**src/rtl/alu_result_capture.sv**
```systemverilog
// ALU result capture stage: selects the result of the active op, derives flags and
// queues {op, result, flags} in a small FIFO with a valid/ready output and an op counter.
module alu_result_capture #(
    parameter int W     = 4,
    parameter int DEPTH = 2,
    parameter int CNT_W = 8
) (
    input  logic             clk,
    input  logic             rst_n,
    input  logic             in_valid,
    output logic             in_ready,
    input  logic [1:0]       s,
    input  logic [W-1:0]     y0,
    input  logic [W-1:0]     y1,
    input  logic [W-1:0]     y2,
    input  logic [W-1:0]     y3,
    input  logic             cout,
    input  logic             sign,
    output logic             out_valid,
    input  logic             out_ready,
    output logic [1:0]       out_op,
    output logic [W-1:0]     out_result,
    output logic [2:0]       out_flags,
    output logic [CNT_W-1:0] op_count
);

    localparam int AW = (DEPTH > 1) ? $clog2(DEPTH) : 1;
    localparam logic [AW:0] FULL = (AW+1)'(DEPTH);

    logic [1:0]    mem_op    [DEPTH];
    logic [W-1:0]  mem_result[DEPTH];
    logic [2:0]    mem_flags [DEPTH];

    logic [AW-1:0] wr_ptr;
    logic [AW-1:0] rd_ptr;
    logic [AW:0]   count;

    logic          accept;
    logic          pop;
    logic [W-1:0]  sel_result;
    logic [2:0]    sel_flags;

    always_comb begin
        sel_result = y0;
        case (s)
            2'b00:   sel_result = y0;
            2'b01:   sel_result = y1;
            2'b10:   sel_result = y2;
            default: sel_result = y3;
        endcase
    end

    // Carry and sign only have meaning for the add and subtract ops respectively.
    assign sel_flags = {(s == 2'b00) & cout, (s == 2'b01) & sign, sel_result == '0};

    assign in_ready  = (count != FULL);
    assign out_valid = (count != '0);
    assign accept    = in_valid & in_ready;
    assign pop       = out_valid & out_ready;

    assign out_op     = mem_op[rd_ptr];
    assign out_result = mem_result[rd_ptr];
    assign out_flags  = mem_flags[rd_ptr];

    always_ff @(posedge clk or negedge rst_n) begin
        if (!rst_n) begin
            for (int i = 0; i < DEPTH; i++) begin
                mem_op[i]     <= '0;
                mem_result[i] <= '0;
                mem_flags[i]  <= '0;
            end
            wr_ptr   <= '0;
            rd_ptr   <= '0;
            count    <= '0;
            op_count <= '0;
        end else begin
            if (accept) begin
                mem_op[wr_ptr]     <= s;
                mem_result[wr_ptr] <= sel_result;
                mem_flags[wr_ptr]  <= sel_flags;
                wr_ptr             <= wr_ptr + AW'(1);
                op_count           <= op_count + CNT_W'(1);
            end
            if (pop) begin
                rd_ptr <= rd_ptr + AW'(1);
            end
            case ({accept, pop})
                2'b10:   count <= count + (AW+1)'(1);
                2'b01:   count <= count - (AW+1)'(1);
                default: count <= count;
            endcase
        end
    end

endmodule

```
**config.mk**
```make
export PLATFORM = sky130hd
export DESIGN_NAME = alu_result_capture
export DESIGN_NICKNAME = d
export VERILOG_FILES = /design/src/rtl/alu_result_capture.sv
export SDC_FILE = /design/constraint.sdc
export NUM_CORES = 1
export LEC_CHECK = 0
export ABC_CLOCK_PERIOD_IN_PS = 4350
export CAP_MARGIN = 20
export CELL_PAD_IN_SITES_DETAIL_PLACEMENT = 1
export CELL_PAD_IN_SITES_GLOBAL_PLACEMENT = 1
export CORE_MARGIN = 4
export CORE_UTILIZATION = 40
export CTS_CLUSTER_DIAMETER = 30
export CTS_CLUSTER_SIZE = 10
export DETAILED_ROUTE_END_ITERATION = 8
export PLACE_DENSITY_LB_ADDON = 0.1
export SYNTH_ARGS = -nofsm -noshare
export SYNTH_HDL_FRONTEND = slang
export SYNTH_SLANG_ARGS = --single-unit
```
**constraint.sdc**
```tcl
create_clock -name clk -period 4.35 [get_ports clk]
set_input_delay 1.305 -clock clk [delete_from_list [all_inputs] [get_ports clk]]
set_output_delay 1.305 -clock clk [all_outputs]
set_load 0.005 [all_outputs]
```
==> out/qor_table.md, run 1 <==
| Group | Quantity | Reported |
| --- | --- | --- |
| worst setup path | Start of the worst register-to-register path | count[0] |
| floorplanning | Die height | 68.2 um |
| hold path | Worst hold path startpoint | op_count[7] |
| worst setup path | Largest fanout of any net on the critical path | 10 |
| global routing | Number of global-route vias before repair | 1090 |
| timing | Setup repair after global routing missed its margin | false |
| synthesis | Number of instances in the synthesized netlist | 103 |
| drt | Wire length reported by the detailed router | 3170 um |
| floorplanning | Starting density of the core | 0.425 |
| drt | Routed vias | 974 |
| synthesis | Top post-synthesis cells by count | 30 x sky130_fd_sc_hd__dfrtp_1, 18 x sky130_fd_sc_hd__mux2_1, 10 x sky130_fd_sc_hd__xnor2_1, 9 x sky130_fd_sc_hd__mux2_2, 7 x sky130_fd_sc_hd__nand2_1 |
| timing | Smallest setup slack after layout | 1.21 ns |
| worst setup path | Startpoint-to-endpoint class of the critical path | flip-flop to primary output |
| synthesis | Post-synthesis area per instance | 14.1 um^2 |
| worst setup path | Worst reg-to-reg path cell count | 6 |
| cts | Post-cts repair resize count | 0 |
| global routing | Global-route wire length before repair | 5460 um |
| floorplanning | Floorplan core area | 3420 um^2 |
| drt | Average detailed-routed wire length per instance | 16.3 um |
| synthesis | Sequential cell area fraction in the yosys report | 0.518 |
| timing | Final-report max-slew violation count | 0 |
| cells and area | Fraction of layout cells with a size suffix above 1 | 0.174 |
| synthesis | Dominant cell by count in the synthesized netlist | sky130_fd_sc_hd__dfrtp_1 |
| cts | Clock latency at the later pin of the worst-skew pair | 0.32 ns |
| worst setup path | Arr. time, crit path | 1.83 ns |
| synthesis | Post-synth EDFFs | 0 |
| cells and area | Number of fill cells in the layout | 359 |
| synthesis | Most instantiated flip-flop cell in the synthesis netlist | sky130_fd_sc_hd__dfrtp_1 |
| timing | Max transition margin | 0.691 |
| drt | Routed Antenna Nets | 0 |
| cells and area | Antenna cell count | 0 |
| worst setup path | Endpoint of the worst register-to-register path | count[1] |
| synthesis | Combinational family with the most area after synthesis | multiplexers |
| synthesis | Flip-flop and latch count after synthesis | 30 |
| worst setup path | FF-to-FF setup slack | 2.61 ns |
| floorplanning | Width of the die | 68.2 um |
| global routing | Global routing usage summed across all routing layers | 0.166 |
| synthesis | Area leader, netlist | sky130_fd_sc_hd__dfrtp_1 |
| power and ir drop | Maximum resistive drop on vdd | 0.275 mV |
| cts | Buffer depth of the longest clock path | 2 |
| floorplanning | Die Outline Area | 4650 um^2 |
| synthesis | Post-synth design cell area | 1450 um^2 |
| synthesis | Post-synth top area share | 0.518 |
| placement | Placement-stage cell area | 1910 um^2 |
| cts | Clock transition at path regs | 0.10 ns |
| synthesis | Area share of xor/xnor cells in the synthesized design | 0.0725 |
| cts | CTS Hold Bufs | 0 |
| synthesis | Synth top area cells | sky130_fd_sc_hd__dfrtp_1 52%, sky130_fd_sc_hd__mux2_1 14%, sky130_fd_sc_hd__mux2_2 7.0%, sky130_fd_sc_hd__mux4_2 6.2%, sky130_fd_sc_hd__xnor2_1 6.0% |
| timing | Endpoints failing setup | 0 |
| synthesis | Post-synthesis cell type count | 22 |
| drt | DRC viols | 0 |
| timing | Final cycle utilization of the critical path | 0.721 |
| synthesis | Post-synthesis share of cell area spent on full adders, half adders and majority gates | 0.0173 |
| cells and area | Design Area, Final | 1960 um^2 |
| placement | Placement Setup Slack | 1.13 ns |
| worst setup path | Worst Setup Start Kind | flip-flop |
| cells and area | Final net count | 175 |
| timing | Total negative slack | 0 ns |
| synthesis | Async S/R FF share, synth | 1.00 |
| placement | Last weighted congestion value of the routability-driven placer | 0.701 |
| synthesis | Post-Synthesis Net Count | 129 |
| cts | Number of buffers added by the clock tree synthesis step | 5 |
| floorplanning | Number of primary I/O pins | 43 |
| global routing | Pin count of the biggest net entering global routing | 31 |
| hold path | Sink of the worst hold path | op_count[7] |
| cts | Maximum level of the CTS H-tree | 2 |
| cts | Buffers inserted by post-CTS timing repair | 0 |
| drt | Number of iterations in the first detailed-routing pass | 3 |
| synthesis | Fraction of synthesized area in multiplexers | 0.272 |
| timing | Slew @ Worst Pin | 0.463 ns |
| worst setup path | Worst Setup End Kind | primary output |
| timing | Fmax | 319 MHz |
| timing | Crit path time final | 3.14 ns |
| drt | Number of violations reported at the end of detailed-routing iteration 0 | 22 |
| global routing | Initial antenna violation count | 0 |
| drt | DR vias/cell | 4.99 |
| synthesis | Area share of and/or/nand/nor cells after synthesis | 0.0984 |
| cts | Sinks on the clock net | 30 |
| cts | Clock Tree Root | sky130_fd_sc_hd__clkbuf_4 |
| run status | Outcome | finished, final reports clean |
| timing | Hold violation count in the final report | 0 |
| power and ir drop | Power density cells | 608 nW/um^2 |
| synthesis | Syn. warnings | 0 |
| run | Number of max-cap violations | 0 |
| synthesis | Compound-Gate Fraction of Synth Area | 0 |
| power and ir drop | Overall power after layout | 1.19 mW |
| hold path | Kind of path behind the tightest hold check | flip-flop to flip-flop |
| cts | Clock tree from TritonCTS | yes |
| worst setup path | Data required, critical path | 3.04 ns |
| timing | Tightest hold margin | 0.482 ns |
| power and ir drop | Leakage power figure | 0.834 nW |
| placement | Detailed Place HPWL | 2450 um |
| hold path | Cells on Worst Hold Path | 1 |
| floorplanning | Placement Rows | 21 |
| placement | Number of port buffers | 42 |
| timing | Clock skew | 0.0106 ns |
| global routing | Total grt overflow | 0 |
| cells and area | Area growth, synth to finish | 34.9% |
stage by stage:
| step | std cells | utilization |
|---|---|---|
| after floorplan | 103 | - |
| after global placement | 188 | 0.559 |
| after detailed placement | 188 | 0.559 |
| after CTS | 195 | 0.573 |
| after global routing | 195 | 0.573 |
| final | 195 | 0.573 |
cell usage in the layout, fill, tap and decap left out:
cell type	n
sky130_fd_sc_hd__xnor2_1	10
sky130_fd_sc_hd__nor3b_1	1
sky130_fd_sc_hd__ha_1	2
sky130_fd_sc_hd__mux2_1	18
sky130_fd_sc_hd__nor4_2	1
sky130_fd_sc_hd__clkinv_2	2
sky130_fd_sc_hd__clkbuf_4	5
sky130_fd_sc_hd__mux2_2	9
sky130_fd_sc_hd__clkdlybuf4s50_1	42
sky130_fd_sc_hd__nand4_1	3
sky130_fd_sc_hd__nand2_2	1
sky130_fd_sc_hd__dfrtp_1	30
sky130_fd_sc_hd__buf_4	1
sky130_fd_sc_hd__nor2_8	1
sky130_fd_sc_hd__inv_4	1
sky130_fd_sc_hd__nand2_1	7
sky130_fd_sc_hd__and2_1	2
sky130_fd_sc_hd__mux4_2	4
sky130_fd_sc_hd__or2_2	1
sky130_fd_sc_hd__nand2b_1	1
sky130_fd_sc_hd__xor2_1	2
sky130_fd_sc_hd__nor2_1	2
sky130_fd_sc_hd__and3_1	3
worst max path at each step:
| stage | startpoint | slack, ns | cells past startpoint | endpoint |
|---|---|---|---|---|
| finish | rd_ptr | 1.21 | 2 | out_result[1] |
| detailed placement | s[0] | 1.13 | 4 | mem_flags[0] |
| global placement | s[0] | 1.18 | 4 | mem_flags[3] |
| global route | rd_ptr | 1.12 | 2 | out_result[1] |
| floorplan | s[0] | 1.92 | 4 | mem_flags[3] |
| CTS | rd_ptr | 1.17 | 2 | out_result[1] |
report_power, final:
group	switching (mW)	internal [mW]
Clock	0.0922	0.0580
Combinational	0.185	0.348
Sequential	0.105	0.402
cells by family after synthesis:
kind of cell,after synthesis
XOR/XNOR,12
adder cells (fa/ha/maj),2
flip-flops,30
multiplexers,31
buffers and inverters,5
AND/OR/NAND/NOR,23
sequential cells by signal (all words and copies together) (netlist names):
signal and count:
rd_ptr 1, mem_flags 6, op_count 8, count 2
wr_ptr 1, mem_result 8, mem_op 4
area by class of cell:
type                            count  area [um^2]  share of cell area
Multi-Input combinational cell     68          667               0.341
Timing Repair Buffer               43          428               0.219
Clock inverter                      2         10.0             0.00512
Inverter                            1         6.26             0.00320
Sequential cell                    30          751               0.384
Clock buffer                        5         37.5              0.0192
Tap cell                           46         57.6              0.0294
critical path: stages, from the launching register on:
cell and delay, ns:
sky130_fd_sc_hd__dfrtp_1 0.64, sky130_fd_sc_hd__mux2_2 0.40, sky130_fd_sc_hd__clkdlybuf4s50_1 0.46
metal layers:
metal  share of wire  track usage
met5               0            0
met2            0.52        0.268
met4           0.014       0.0596
met3           0.040       0.0525
met1            0.42        0.210
(Power assumes the default switching activity.)
==> inputs of run 2 (changes only) <==
- ABC_CLOCK_PERIOD_IN_PS: 4350 -> 3200
- CORE_UTILIZATION: 40 -> 37
- clock period: 4.35 -> 3.2 ns (I/O delays scaled with it)
==> run 2 against run 1 <==
  * Clock skew decreased by 0.0080 ns
  * Non-clock buffer count unchanged
  * First-iteration DRC count increased by 91%
  * Via count decreased by 1.4%
  * Core utilization decreased by 3.4 points
  * Routed wire length increased by 1.5%
  * Sequential power increased by 36%
  * Combinational power increased by 36%
  * Count of clock-buffer cells in the layout increased by 2
  * Sequential cell count unchanged
  * Worst setup slack got worse by 0.76 ns
  * Largest power group unchanged
==> out/qor_table.md, run 2 (synthesized netlist as in run 1, its figures left out) <==
| Group | Quantity | Reported |
| --- | --- | --- |
| drt | Routed Antenna Nets | 0 |
| timing | Endpoints failing setup | 0 |
| timing | Final cycle utilization of the critical path | 0.859 |
| drt | Wire length reported by the detailed router | 3220 um |
| cells and area | Fraction of layout cells with a size suffix above 1 | 0.173 |
| cells and area | Final core area utilization | 0.539 |
| worst setup path | Arr. time, crit path | 1.79 ns |
| cts | CTS Hold Bufs | 0 |
| floorplanning | Width of the die | 70.6 um |
| drt | DRC viols | 0 |
| floorplanning | Placement Rows | 22 |
| cts | Clock latency at the later pin of the worst-skew pair | 0.28 ns |
| global routing | Global-route wire length before repair | 5640 um |
| timing | Smallest setup slack after layout | 0.450 ns |
| global routing | Number of global-route vias before repair | 1168 |
| cells and area | Biggest regs | mem_result: 8 flops, op_count: 8 flops, mem_flags: 6 flops |
| timing | Setup repair after global routing missed its margin | false |
| cts | Clock Tree Root | sky130_fd_sc_hd__clkbuf_8 |
| worst setup path | FF-to-FF setup slack | 1.42 ns |
| worst setup path | Largest fanout of any net on the critical path | 10 |
| timing | Tightest hold margin | 0.479 ns |
| worst setup path | Data required, critical path | 2.24 ns |
| drt | Number of iterations in the first detailed-routing pass | 2 |
| worst setup path | Worst Setup End Kind | primary output |
| power and ir drop | Maximum resistive drop on vdd | 0.422 mV |
| worst setup path | Endpoint of the worst register-to-register path | count[1] |
| worst setup path | Worst reg-to-reg path cell count | 6 |
| cells and area | Area growth, synth to finish | 38.1% |
| floorplanning | Floorplan core area | 3720 um^2 |
| global routing | Total grt overflow | 0 |
| cells and area | Final net count | 175 |
| worst setup path | Startpoint-to-endpoint class of the critical path | flip-flop to primary output |
| cts | Clock transition at path regs | 0.06 ns |
| run status | Outcome | finished, final reports clean |
| floorplanning | Starting density of the core | 0.390 |
| placement | Last weighted congestion value of the routability-driven placer | 0.694 |
| drt | DR vias/cell | 4.85 |
| cts | Clock tree from TritonCTS | yes |
| global routing | Pin count of the biggest net entering global routing | 31 |
| power and ir drop | Overall power after layout | 1.73 mW |
| floorplanning | Die Outline Area | 4990 um^2 |
| global routing | Initial antenna violation count | 0 |
| floorplanning | Number of primary I/O pins | 43 |
| cells and area | Design Area, Final | 2000 um^2 |
| cells and area | Number of fill cells in the layout | 380 |
| cts | Maximum level of the CTS H-tree | 2 |
| timing | Slew @ Worst Pin | 0.486 ns |
| placement | Placed cells | 190 |
| power and ir drop | Leakage power figure | 0.852 nW |
| timing | Total negative slack | 0 ns |
| cts | Post-cts repair resize count | 0 |
| placement | Placement Setup Slack | 0.337 ns |
| placement | Detailed Place HPWL | 2440 um |
| cells and area | Most common cell after layout, fill and taps aside | sky130_fd_sc_hd__clkdlybuf4s50_1 |
| timing | Fmax | 364 MHz |
| timing | Final-report max-slew violation count | 0 |
| global routing | Global routing usage summed across all routing layers | 0.147 |
| cts | Buffers inserted by post-CTS timing repair | 0 |
| cells and area | Antenna cell count | 0 |
| hold path | Worst hold path startpoint | op_count[7] |
| cells and area | Leading cell types in the layout, fill and taps excluded | 42 x sky130_fd_sc_hd__clkdlybuf4s50_1, 30 x sky130_fd_sc_hd__dfrtp_1, 18 x sky130_fd_sc_hd__mux2_1, 10 x sky130_fd_sc_hd__xnor2_1, 9 x sky130_fd_sc_hd__mux2_2 |
| placement | Placement-stage cell area | 1910 um^2 |
| floorplanning | Die height | 70.6 um |
| drt | Routed vias | 960 |
| cells and area | Final cell count without fillers | 198 |
| placement | Number of port buffers | 42 |
| hold path | Sink of the worst hold path | op_count[7] |
| hold path | Cells on Worst Hold Path | 1 |
| worst setup path | Worst Setup Start Kind | flip-flop |
| cts | Number of buffers added by the clock tree synthesis step | 5 |
| timing | Max transition margin | 0.676 |
| drt | Number of violations reported at the end of detailed-routing iteration 0 | 42 |
| cts | Sinks on the clock net | 30 |
| drt | Average detailed-routed wire length per instance | 16.3 um |
| run | Number of max-cap violations | 0 |
| timing | Clock skew | 0.00254 ns |
| cts | Buffer depth of the longest clock path | 2 |
| timing | Hold violation count in the final report | 0 |
| power and ir drop | Power density cells | 864 nW/um^2 |
| hold path | Kind of path behind the tightest hold check | flip-flop to flip-flop |
| worst setup path | Start of the worst register-to-register path | count[0] |
| timing | Crit path time final | 2.75 ns |
==> run 2: where the power goes <==
group / total (mW) / internal (mW) / switching [mW] / leakage [nW]
Clock: 0.312 / 0.173 / 0.139 / 0.0482
Sequential: 0.692 / 0.548 / 0.144 / 0.371
Combinational: 0.727 / 0.472 / 0.255 / 0.432
Total: 1.73 / 1.19 / 0.539 / 0.852
==> run 2: worst max-delay path by stage <==
stage	startpoint	end	slack [ns]	depth (start not counted)
2_1_floorplan	s[0]	mem_flags[3]	1.11	4
3_3_place_gp	s[0]	mem_flags[3]	0.42	4
3_5_place_dp	s[0]	mem_flags[3]	0.34	4
4_1_cts	rd_ptr	out_result[3]	0.40	2
5_1_grt	rd_ptr	out_op[1]	0.36	2
6_report	rd_ptr	out_result[3]	0.45	2
==> run 2: layer usage <==
layer,GRT usage,vias up,share of wire
met5,0,-,0
met4,0.0564,0,0.014
met3,0.0540,5,0.049
met2,0.259,21,0.54
met1,0.161,478,0.40
li1,-,456,-
==> run 2: critical path, stage by stage, from the launching register on <==
cell                              delay [ns]
sky130_fd_sc_hd__dfrtp_1                0.65
sky130_fd_sc_hd__mux2_2                 0.40
sky130_fd_sc_hd__clkdlybuf4s50_1        0.47
==> run 2: final cells by class <==
| class | instances | area, um^2 | share of cell area |
|---|---|---|---|
| clock buffers | 7 | 86.3 | 0.0431 |
| inverters | 1 | 6.26 | 0.00312 |
| well taps | 48 | 60.1 | 0.0300 |
| flip-flops and latches | 30 | 751 | 0.375 |
| multi-input cells | 68 | 667 | 0.333 |
| clock inverters | 1 | 5.00 | 0.00250 |
| repair buffers | 43 | 428 | 0.214 |
